File: src/rtl/mips_ctrl_pkg.sv
// Shared definitions for the multicycle MIPS control slice.
// Holds the FSM state encoding, the opcode/funct values this controller
// understands, ALU operation codes and the datapath mux select encodings.
package mips_ctrl_pkg;

  typedef enum logic [3:0] {
    S_IDLE     = 4'd0,
    S_FETCH    = 4'd1,
    S_DECODE   = 4'd2,
    S_MEMADR   = 4'd3,
    S_MEMREAD  = 4'd4,
    S_MEMWB    = 4'd5,
    S_MEMWRITE = 4'd6,
    S_EXECUTE  = 4'd7,
    S_ALUWB    = 4'd8,
    S_BRANCH   = 4'd9,
    S_ADDIEX   = 4'd10,
    S_ADDIWB   = 4'd11,
    S_JUMP     = 4'd12
  } state_t;

  // Opcodes (IR[31:26])
  localparam logic [5:0] OP_RTYPE = 6'h00;
  localparam logic [5:0] OP_LW    = 6'h23;
  localparam logic [5:0] OP_SW    = 6'h2B;
  localparam logic [5:0] OP_BEQ   = 6'h04;
  localparam logic [5:0] OP_ADDI  = 6'h08;
  localparam logic [5:0] OP_J     = 6'h02;

  // R-type funct codes (IR[5:0])
  localparam logic [5:0] FN_ADD = 6'h20;
  localparam logic [5:0] FN_SUB = 6'h22;
  localparam logic [5:0] FN_AND = 6'h24;
  localparam logic [5:0] FN_OR  = 6'h25;
  localparam logic [5:0] FN_SLT = 6'h2A;

  // ALU operation codes
  localparam logic [2:0] ALU_AND = 3'b000;
  localparam logic [2:0] ALU_OR  = 3'b001;
  localparam logic [2:0] ALU_ADD = 3'b010;
  localparam logic [2:0] ALU_SUB = 3'b110;
  localparam logic [2:0] ALU_SLT = 3'b111;

  // ALU B-operand select
  localparam logic [1:0] SRCB_B       = 2'b00;
  localparam logic [1:0] SRCB_FOUR    = 2'b01;
  localparam logic [1:0] SRCB_IMM     = 2'b10;
  localparam logic [1:0] SRCB_IMM_SH2 = 2'b11;

  // PC source select
  localparam logic [1:0] PCSRC_ALU    = 2'b00;
  localparam logic [1:0] PCSRC_ALUOUT = 2'b01;
  localparam logic [1:0] PCSRC_JUMP   = 2'b10;

endpackage

File: src/rtl/mips_alu_decoder.sv
// R-type funct decoder.
// Ports:
//   funct       - IR[5:0]
//   alu_control - ALU operation for the decoded funct (ADD for unknown codes)
//   rtype_valid - 1 when funct is one of the supported R-type operations
module mips_alu_decoder
  import mips_ctrl_pkg::*;
(
  input  logic [5:0] funct,
  output logic [2:0] alu_control,
  output logic       rtype_valid
);

  always_comb begin
    alu_control = ALU_ADD;
    rtype_valid = 1'b1;
    case (funct)
      FN_ADD:  alu_control = ALU_ADD;
      FN_SUB:  alu_control = ALU_SUB;
      FN_AND:  alu_control = ALU_AND;
      FN_OR:   alu_control = ALU_OR;
      FN_SLT:  alu_control = ALU_SLT;
      default: rtype_valid = 1'b0;
    endcase
  end

endmodule

File: src/rtl/mips_multicycle_ctrl.sv
// Main control FSM for a multicycle MIPS datapath.
// The datapath owns PC, memory, IR, register file and ALU; this block only
// holds the sequencing state and drives every select/enable each cycle.
// Ports:
//   clk, reset (async, active-low)
//   opcode, funct    - fields of the current IR
//   zero             - ALU zero flag (BEQ decision)
//   mem_ready        - memory access completes this cycle
//   pc_en, iord, mem_read, mem_write, ir_write, reg_dst, mem_to_reg,
//   reg_write, alu_src_a, alu_src_b, alu_control, pc_src - datapath controls
//   illegal_op       - one-cycle pulse in DECODE for unsupported instructions
//   state            - current state encoding (debug)
module mips_multicycle_ctrl
  import mips_ctrl_pkg::*;
#(
  parameter int ALU_CTRL_W = 3,
  parameter int STATE_W    = 4
) (
  input  logic                  clk,
  input  logic                  reset,
  input  logic [5:0]            opcode,
  input  logic [5:0]            funct,
  input  logic                  zero,
  input  logic                  mem_ready,
  output logic                  pc_en,
  output logic                  iord,
  output logic                  mem_read,
  output logic                  mem_write,
  output logic                  ir_write,
  output logic                  reg_dst,
  output logic                  mem_to_reg,
  output logic                  reg_write,
  output logic                  alu_src_a,
  output logic [1:0]            alu_src_b,
  output logic [ALU_CTRL_W-1:0] alu_control,
  output logic [1:0]            pc_src,
  output logic                  illegal_op,
  output logic [STATE_W-1:0]    state
);

  state_t     state_q;
  state_t     state_d;
  logic [2:0] alu_ctl;
  logic [2:0] rtype_alu_ctl;
  logic       rtype_valid;

  mips_alu_decoder u_alu_dec (
    .funct       (funct),
    .alu_control (rtype_alu_ctl),
    .rtype_valid (rtype_valid)
  );

  always_ff @(posedge clk or negedge reset) begin
    if (!reset) state_q <= S_IDLE;
    else        state_q <= state_d;
  end

  // Outputs are decoded from the state register and the live handshake
  // inputs, so an asynchronous reset silences every control in the same
  // cycle and a stalled access never raises pc_en/ir_write.
  always_comb begin
    state_d    = state_q;
    pc_en      = 1'b0;
    iord       = 1'b0;
    mem_read   = 1'b0;
    mem_write  = 1'b0;
    ir_write   = 1'b0;
    reg_dst    = 1'b0;
    mem_to_reg = 1'b0;
    reg_write  = 1'b0;
    alu_src_a  = 1'b0;
    alu_src_b  = SRCB_B;
    alu_ctl    = ALU_AND;
    pc_src     = PCSRC_ALU;
    illegal_op = 1'b0;

    case (state_q)
      S_FETCH: begin
        mem_read  = 1'b1;
        alu_src_b = SRCB_FOUR;
        alu_ctl   = ALU_ADD;
        pc_src    = PCSRC_ALU;
        ir_write  = mem_ready;
        pc_en     = mem_ready;
        if (mem_ready) state_d = S_DECODE;
      end

      S_DECODE: begin
        // Branch target is precomputed into ALUOut while decoding.
        alu_src_b = SRCB_IMM_SH2;
        alu_ctl   = ALU_ADD;
        case (opcode)
          OP_LW, OP_SW: state_d = S_MEMADR;
          OP_RTYPE: begin
            if (rtype_valid) begin
              state_d = S_EXECUTE;
            end else begin
              illegal_op = 1'b1;
              state_d    = S_FETCH;
            end
          end
          OP_BEQ:  state_d = S_BRANCH;
          OP_ADDI: state_d = S_ADDIEX;
          OP_J:    state_d = S_JUMP;
          default: begin
            illegal_op = 1'b1;
            state_d    = S_FETCH;
          end
        endcase
      end

      S_MEMADR: begin
        alu_src_a = 1'b1;
        alu_src_b = SRCB_IMM;
        alu_ctl   = ALU_ADD;
        state_d   = (opcode == OP_LW) ? S_MEMREAD : S_MEMWRITE;
      end

      S_MEMREAD: begin
        mem_read = 1'b1;
        iord     = 1'b1;
        if (mem_ready) state_d = S_MEMWB;
      end

      S_MEMWB: begin
        reg_write  = 1'b1;
        mem_to_reg = 1'b1;
        state_d    = S_FETCH;
      end

      S_MEMWRITE: begin
        mem_write = 1'b1;
        iord      = 1'b1;
        if (mem_ready) state_d = S_FETCH;
      end

      S_EXECUTE: begin
        alu_src_a = 1'b1;
        alu_src_b = SRCB_B;
        alu_ctl   = rtype_alu_ctl;
        state_d   = S_ALUWB;
      end

      S_ALUWB: begin
        reg_write = 1'b1;
        reg_dst   = 1'b1;
        state_d   = S_FETCH;
      end

      S_BRANCH: begin
        alu_src_a = 1'b1;
        alu_src_b = SRCB_B;
        alu_ctl   = ALU_SUB;
        pc_src    = PCSRC_ALUOUT;
        pc_en     = zero;
        state_d   = S_FETCH;
      end

      S_ADDIEX: begin
        alu_src_a = 1'b1;
        alu_src_b = SRCB_IMM;
        alu_ctl   = ALU_ADD;
        state_d   = S_ADDIWB;
      end

      S_ADDIWB: begin
        reg_write = 1'b1;
        state_d   = S_FETCH;
      end

      S_JUMP: begin
        pc_src  = PCSRC_JUMP;
        pc_en   = 1'b1;
        state_d = S_FETCH;
      end

      // IDLE and the unused encodings 13-15: all controls low, start fetching.
      default: state_d = S_FETCH;
    endcase
  end

  assign alu_control = ALU_CTRL_W'(alu_ctl);
  assign state       = STATE_W'(state_q);

endmodule
File: config.mk
export PLATFORM = sky130hd
export DESIGN_NAME = mips_multicycle_ctrl
export DESIGN_NICKNAME = d
export VERILOG_FILES = /design/src/rtl/mips_ctrl_pkg.sv /design/src/rtl/mips_alu_decoder.sv /design/src/rtl/mips_multicycle_ctrl.sv
export SDC_FILE = /design/constraint.sdc
export NUM_CORES = 1
export LEC_CHECK = 0
export CAP_MARGIN = 20
export CELL_PAD_IN_SITES_DETAIL_PLACEMENT = 2
export CELL_PAD_IN_SITES_GLOBAL_PLACEMENT = 2
export CORE_UTILIZATION = 22
export CTS_BUF_LIST = sky130_fd_sc_hd__clkbuf_16
export DETAILED_ROUTE_END_ITERATION = 10
export PLACE_DENSITY = 0.95
export SYNTH_ARGS = -nofsm -noshare
export SYNTH_HDL_FRONTEND = slang
export SYNTH_SLANG_ARGS = --single-unit
File: constraint.sdc
create_clock -name clk -period 3.7 [get_ports clk]
set_input_delay 0.74 -clock clk [delete_from_list [all_inputs] [get_ports clk]]
set_output_delay 0.74 -clock clk [all_outputs]
set_load 0.005 [all_outputs]
==> results.yml <==
worst_setup_path:
  critical_path_depth: 7
  critPathTopFamily: "buffers and inverters"
  critPathBufInv: 3
  worstPathMaxFanout: 5
  path_class: "in -> out"
  crit_end: "illegal_op"
  arrival_ps: 2720
  end_kind: "primary output"
  start_kind: "primary input"
  r2r_end: "state[2]$_DFFE_PN0P_"
  crit_path_max_incr_delay_ps: 540
  crit_required_ps: 2960
  worstRegToRegCells: 4
  r2r-start: "state[0]$_DFFE_PN0P_"
  critPathSlowestCell: "clkdlybuf4s50_1"
  worstPathCellList: "clkdlybuf4s50_1 > and2b_1 > a2111oi_0 > buf_4 > nand2_1 > o311a_2 > clkdlybuf4s50_1"
  crit_path_frequent_cell: "clkdlybuf4s50_1"
  r2r_slack_ps: 2060
  crit_path_start: "funct[1]"
synthesis:
  synth_cell_type_count: 52
  synth-seq-cells: 4
  syn_avg_cell_area_um2: 7.417
  yosys_warnings: 0
  syn_area_um2: 719.4
  syn_inst: 97
  async_flop_share_pct: 100.0
  synth-edff-count: 0
  ys.flop_type: "dfrtp_1"
  synth-seq-area-share_pct: 13.91
  synth_nets: 113
power:
  ir_drop_v: 0.0002698
  power_uw: 757.1
  cellPowerDensity_nw_per_um2: 650.0
  leakagePower_uw: 0.0004154
floorplan:
  die_area_um2: 3503
  io_pins: 37
  fp.dieW_um: 59.19
  die_h_um: 59.19
  core_um2: 3078
  start_util_pct: 23.37
  rows: 20
sta:
  slew_viol_final: 0
  finalHoldViolCount: 0
  setup_viol: 0
  fmax_mhz: 289.0
  rsz0062_at_grt: "false"
  relSlewSlack_pct: 68.19
  period_share_pct: 93.51
  tightest_slew_ps: 473.4
  fin_skew_ps: 4.891
  setup-tns-final_ps: 0
  fin_crit_ps: 3460
layout:
  final_layout_size_suffix_gt1_share_pct: 8.397
  layout_commonest_cell: "clkdlybuf4s50_1"
  final_nets: 149
  most-common-layout-cells: "36 x clkdlybuf4s50_1, 12 x nor2_1, 6 x nand2b_1, 6 x nor2b_1"
  antenna_cells: 0
  largest_reg_flops: 4
  syn_to_final_growth_pct: 61.91
  fin_cells: 175
outcome:
  outcome: "complete, no violations"
flow_run:
  max-cap-violations: 0
place:
  port_buffers: 36
  place_congestion: 0.7175
  place_hpwl_mm: 2.039
  placed_cells: 172
global_route:
  grt_pass1_vias: 893
  gr-total-overflow: 0
  grtUsageTotal_pct: 16.41
  grt_max_degree: 23
  antenna_found_initial: 0
  grt_pass1_wl_mm: 4.353
routing:
  top_layer: "met4"
  dr.first_iter.drc_count: 19
  vias: 897
  ant_nets: 0
  viasPerCell: 5.126
  wl_mm: 2.706
  dr_wl_met3_um: 117
  first_pass_iters: 4
  wl_met1_mm: 1.158
  drc_errors: 0
  route.met2.wl_mm: 1.401
  wl_per_cell_um: 15.46
clock_network:
  cts_buffers: 3
  ctsHoldBuffers: 0
  cts_resized: 0
  cts_tree: "built"
  clkSinkCount: 4
  htree_levels: 1
  clock_path_buffers: 2
  root_buffer: "clkbuf_16"
  worstSkewPairLatency_ps: 230
  cts_setup_buffers: 0
  clkTransAtPathRegs_ps: 30
hold_path:
  min-delay-path-class: "in -> async"
-- worst reg2reg max path, delay by kind of cell (launching register included) --
kind	cells	cell delay [ps]
AND/OR/NAND/NOR	3	990
flip-flops	1	360
AO/OA/AOI/OAI	1	190
-- worst min-delay path by stage --
stage | to | slack, ps | depth (start not counted)
2_1_floorplan | state[0]$_DFFE_PN0P_ | 440 | 0
3_3_place_gp | state[3]$_DFFE_PN0P_ | 760 | 2
3_5_place_dp | state[3]$_DFFE_PN0P_ | 770 | 2
4_1_cts | state[1]$_DFFE_PN0P_ | 720 | 1
5_1_grt | state[1]$_DFFE_PN0P_ | 730 | 1
6_report | state[1]$_DFFE_PN0P_ | 720 | 1
-- power by group --
| part | internal [uW] | leakage [uW] | switching, uW |
|---|---|---|---|
| logic | 270 | 0.000327 | 225 |
| registers | 60.7 | 0.0000509 | 30.6 |
| clock network | 138 | 0.0000370 | 32.2 |
-- cell usage after synthesis (2+ instances only) --
cell      count  area share, %
a21oi_1       3            2.1
o21ai_0       4            2.8
nor2_1       12            6.3
nand2_1       5            2.6
xnor2_1       2            2.4
a31oi_1       2            1.7
nor2b_1       6            5.2
o22ai_1       3            2.6
nand2b_1      6            5.2
dfrtp_1       4             14
a21boi_0      2            2.1
nor3_1        5            3.5
a211oi_1      2            2.1
buf_6         3            4.7
-- logic make-up after synthesis --
kind of cell	count (synthesis)	synth area share, %
fa+ha+maj	1	1.565
xor+xnor	3	3.653
compound gates	31	31.31
flops	4	13.91
simple gates	48	38.26
mux	1	1.391
buf+inv	9	9.910
-- through the flow --
step / utilization, % / setup slack [ps] / instance area, um^2 / hold WS [ps]
finish: 37.85 / 240.1 / 1165 / 717.1
global route: 37.85 / 122.1 / 1165 / 729.1
CTS: 37.85 / 216.4 / 1165 / 719.7
detailed placement: 35.41 / 220.6 / 1090 / 765.9
global placement: 35.41 / 339.6 / 1090 / 763.5
floorplan: - / 1268 / 719.4 / 444.4
-- final cells by class --
class,instances,area (um^2)
clock buffer,3,75.07
fill,351,1913
inverter,1,3.754
multi-input combinational,84,548.0
sequential,4,100.1
tap,44,55.05
timing repair buffer,39,382.9
-- layer usage --
| layer | GRT usage [%] | vias to the layer above |
|---|---|---|
| li1 | - | 431 |
| met1 | 19.84 | 432 |
| met2 | 29.21 | 30 |
| met3 | 2.838 | 4 |
| met4 | 5.102 | 0 |
| met5 | 0 | - |
Note: power is estimated with default switching activity, not from simulation.
==> variant 1: new RTL, same settings <==
The parameter `ALU_CTRL_W` goes from 3 to 6.
--- a/src/rtl/mips_multicycle_ctrl.sv
+++ b/src/rtl/mips_multicycle_ctrl.sv
@@ -13,7 +13,7 @@
 module mips_multicycle_ctrl
   import mips_ctrl_pkg::*;
 #(
-  parameter int ALU_CTRL_W = 3,
+  parameter int ALU_CTRL_W = 6,
   parameter int STATE_W    = 4
 ) (
   input  logic                  clk,
Interface: changed (resized alu_control); port bits go from 37 to 40. No check against the original RTL was run, so the function may have changed too.
==> variant 1 against the unedited design <==
Core utilization is 0.25 points lower. Design area is 0.97% higher. Worst hold slack better by 0.0040 ns. Sequential power is 2.3% lower. Sequential cell count stayed put. Area after synthesis is 3.7% higher. Via count is 0.33% higher. Sequential share of layout area is 0.082 points lower. Wire length is 7.2% higher. Worst setup slack better by 0.031 ns. Count of clock-buffer cells in the layout stayed put. Power is 0.34% higher. Cell count is 1.7% higher. Highest routed layer unchanged.
==> variant 1: results (changes against the unedited design) <==
GPL Wtd Cong=0.868 (was 0.718); nets=152 (was 149); PortBufs=36 (unchanged); cts bufs inserted=3 (unchanged); DR iter-0 viols=21 (was 19); adder-cell share of the synthesized area=1.51% (was 1.57%); clock-pin transition on the worst setup and hold timing paths=0.03 ns (about the same); clk_skew=0.00134 ns (was 0.00489 ns); VDD IR max=0.244 mV (was 0.270 mV); Worst-Skew Late Latency=0.22 ns; via count=900 (was 897); synth unique cells=54 (was 52); GRT Overall Usage=17.1% (was 16.4%); min-delay worst type=in2async (unchanged); register area share after synthesis=13.4% (was 13.9%); Net Switching=291 uW (was 288 uW); H-tree depth=1 (unchanged); share of cells above drive strength 1=8.21% (was 8.40%); CTS resizes=0 (unchanged); multi-input logic area=559 um2 (was 548 um2); Worst EP arrival=2.69 ns (was 2.72 ns); Synth area leaders=dfrtp_1, nor2_1, nand2b_1, nor2b_1, buf_6 (unchanged); first-pass GRT wire length=4640 um (was 4350 um); Async SR Flop Fraction=100% (unchanged); initial antenna violation count=0 (unchanged); Clock Tree Buf Depth=2 (unchanged); actual slew at the worst max-slew pin=0.502 ns (was 0.473 ns); Synth top cells by count=nor2_1, nand2b_1, nor2b_1, nand2_1, nor3_1 (unchanged); vias in the first global route=965 (was 893); HPWL after detailed placement=2170 um (was 2040 um); largest net degree at the start of global routing=24 (was 23); mux contribution to synthesized area=1.34% (was 1.39%); post-CTS setup buffers=0 (unchanged); leakage=0.000425 uW (was 0.000415 uW); number of antenna diodes=0 (unchanged); compound-gate portion of the synthesized area=30.2% (was 31.3%); crit-path max FO=5 (unchanged); fill count=363 (was 351); WL/cell=16.3 um (was 15.5 um); Largest register FFs=4 (unchanged); DP Area=1100 um2 (was 1090 um2); Post-synth EDFFs=0 (unchanged); status=completed (unchanged); Post-Synth XOR/XNOR Area=3.52% (was 3.65%); Yosys warning count=0 (unchanged)
## variant 1: per-layer routing
layer | global-route usage, % | wire length [um] | vias to the layer above
li1 | - | - | 437
met1 | 19.4 | 1220 | 437
met2 | 32.2 | 1550 | 24
met3 | 1.95 | 108 | 2
met4 | 5.65 | 22 | 0
met5 | 0 | 0 | -
## variant 1: kinds of logic (layout without fill, tap and decap cells)
family,Yosys count,after routing
adders and majority gates,1,1
and+or+nand+nor,48,48
buffers and inverters,12,43
xor gates and xnor gates,3,3
other,1,3
DFF,4,4
muxes,1,1
AOI/OAI and AO/OA,31,31
## variant 1: metrics by stage
stage / setup WS (ns) / cells / total power [uW]
after floorplan: 1.27 / 103 / 361
after global placement: 0.314 / 175 / 571
after detailed placement: 0.288 / 175 / 591
after CTS: 0.275 / 178 / 770
after global routing: 0.162 / 178 / 818
final: 0.271 / 178 / 760
## variant 1: worst paths after layout
kind                           from          to  slack (ns)  cells after the start
min reg2reg                state[1]    state[3]        0.75                      2
min in group clk           state[1]    state[3]        0.75                      2
min                           reset    state[3]        0.72                      1
max                        funct[1]  illegal_op        0.27                      7
max in group asynchronous     reset    state[1]        2.81                      1
max reg2reg                state[1]    state[2]        1.84                      5
## variant 1: area by class of cell
cell class / count / area share, %
clock buffers: 3 / 6.38
inverters: 1 / 0.319
multi-input cells: 87 / 47.6
flip-flops and latches: 4 / 8.51
well taps: 44 / 4.68
repair buffers: 39 / 32.6
## variant 1: power groups by stage
stage          logic (uW)  clock network, uW  registers, uW
6_report              503                167           89.2
5_1_grt               552                174           91.9
4_1_cts               509                171           89.9
3_5_place_dp          502                  0           89.7
3_3_place_gp          484                  0           87.5
2_1_floorplan         283                  0           77.5
## variant 1: critical path: cells and delay by family
family                 cells  cell delay [ns]
AOI/OAI and AO/OA          2             0.49
buffers and inverters      3             1.19
and+or+nand+nor            2             0.26
==> variant 2: new RTL, same settings <==
Without the edit above. Reset style: synchronous (`reset`), changed in one clocked block. Comments in the files are not updated.
--- a/src/rtl/mips_multicycle_ctrl.sv
+++ b/src/rtl/mips_multicycle_ctrl.sv
@@ -50,7 +50,7 @@
     .rtype_valid (rtype_valid)
   );
 
-  always_ff @(posedge clk or negedge reset) begin
+  always_ff @(posedge clk) begin
     if (!reset) state_q <= S_IDLE;
     else        state_q <= state_d;
   end
Function: differs if reset is asserted again (counterexample within 4 cycles, from zero or initial values and one cycle with reset low); with reset held inactive, the same outputs for 10 cycles.
==> variant 2 against the unedited design <==
Area after synthesis shrank 2.6%. Critical path depth unchanged. Cell count up 4.0%. Non-clock buffer count fell by 3. Worst setup slack improved by 0.076 ns. Wire length grew 4.5%. Clock skew shrank 0.0027 ns. Count of clock-buffer cells in the layout did not move. Sequential cell count unchanged. Design area shrank 1.7%. Core utilization barely moved. Largest cell class unchanged.
Power is not compared: it rests on default switching activity, and its combinational part moved more than twofold at a synthesized area within 25%.
==> variant 2: results (changes against the unedited design) <==
status=completed (unchanged); Synth top cells by count=nor2_1, a21oi_1, nand2_1, nand2b_1, o21ai_0 (was nor2_1, nand2b_1, nor2b_1, nand2_1, nor3_1); Inverters excl. clock=3 (was 1); Async SR Flop Fraction=0% (was 100%); nets=156 (was 149); synth unique cells=40 (was 52); fill count=374 (was 351); Pre-antenna DRT Iters=6 (was 4); first-pass GRT wire length=4650 um (was 4350 um); vias in the first global route=987 (was 893); slew margin rel.=52.3% (was 68.2%); Seq area share=6.99% (was 8.59%); GPL Wtd Cong=0.734 (was 0.718); crit path from=opcode[1] (was funct[1]); R2R setup slack=1.54 ns (was 2.06 ns); share of cells above drive strength 1=5.07% (was 8.40%); drt total wl=2830 um (was 2710 um); ClkCell Share=6.56% (was 6.44%); largest net degree at the start of global routing=22 (was 23); Reg-to-Reg End=state[2] (unchanged); Hold Slack=0.797 ns (was 0.717 ns); Signal buf overhead=31.5% (was 32.9%); multi-input logic area=563 um2 (was 548 um2); Multi-In Gates=92 (was 84); syn nets=123 (was 113); DR iter-0 viols=15 (was 19)
==> variant 2: worst max-delay path, stage by stage <==
cell and delay (ns):
clkdlybuf4s50_1 0.66, a21oi_1 0.08, nor2_1 0.10, o31a_1 0.20, nor3_1 0.08, nor3b_1 0.24
clkdlybuf4s50_1 0.55
==> variant 2: routing by layer <==
metal,GRT usage (%),up-vias,wire (um)
met5,0,-,0
met4,3.40,0,14
met3,3.52,2,110
met2,31.7,25,1440
met1,21.8,439,1260
li1,-,457,-
==> variant 2: cells by family after synthesis <==
group	Yosys count	synth area share [%]
AOI/OAI and AO/OA	33	31.8
xor gates and xnor gates	3	3.75
buffers and inverters	11	8.21
DFF	4	11.4
and+or+nand+nor	56	44.8
==> variant 2: through the flow <==
step	instance area [um2]	total power (uW)	setup slack [ns]	cells	util (%)
after floorplan	701	82.3	1.45	107	-
after global placement	1070	123	0.387	179	35.3
after detailed placement	1070	127	0.290	179	35.3
after CTS	1140	305	0.281	182	37.8
after global routing	1140	315	0.190	182	37.8
final	1140	300	0.316	182	37.8
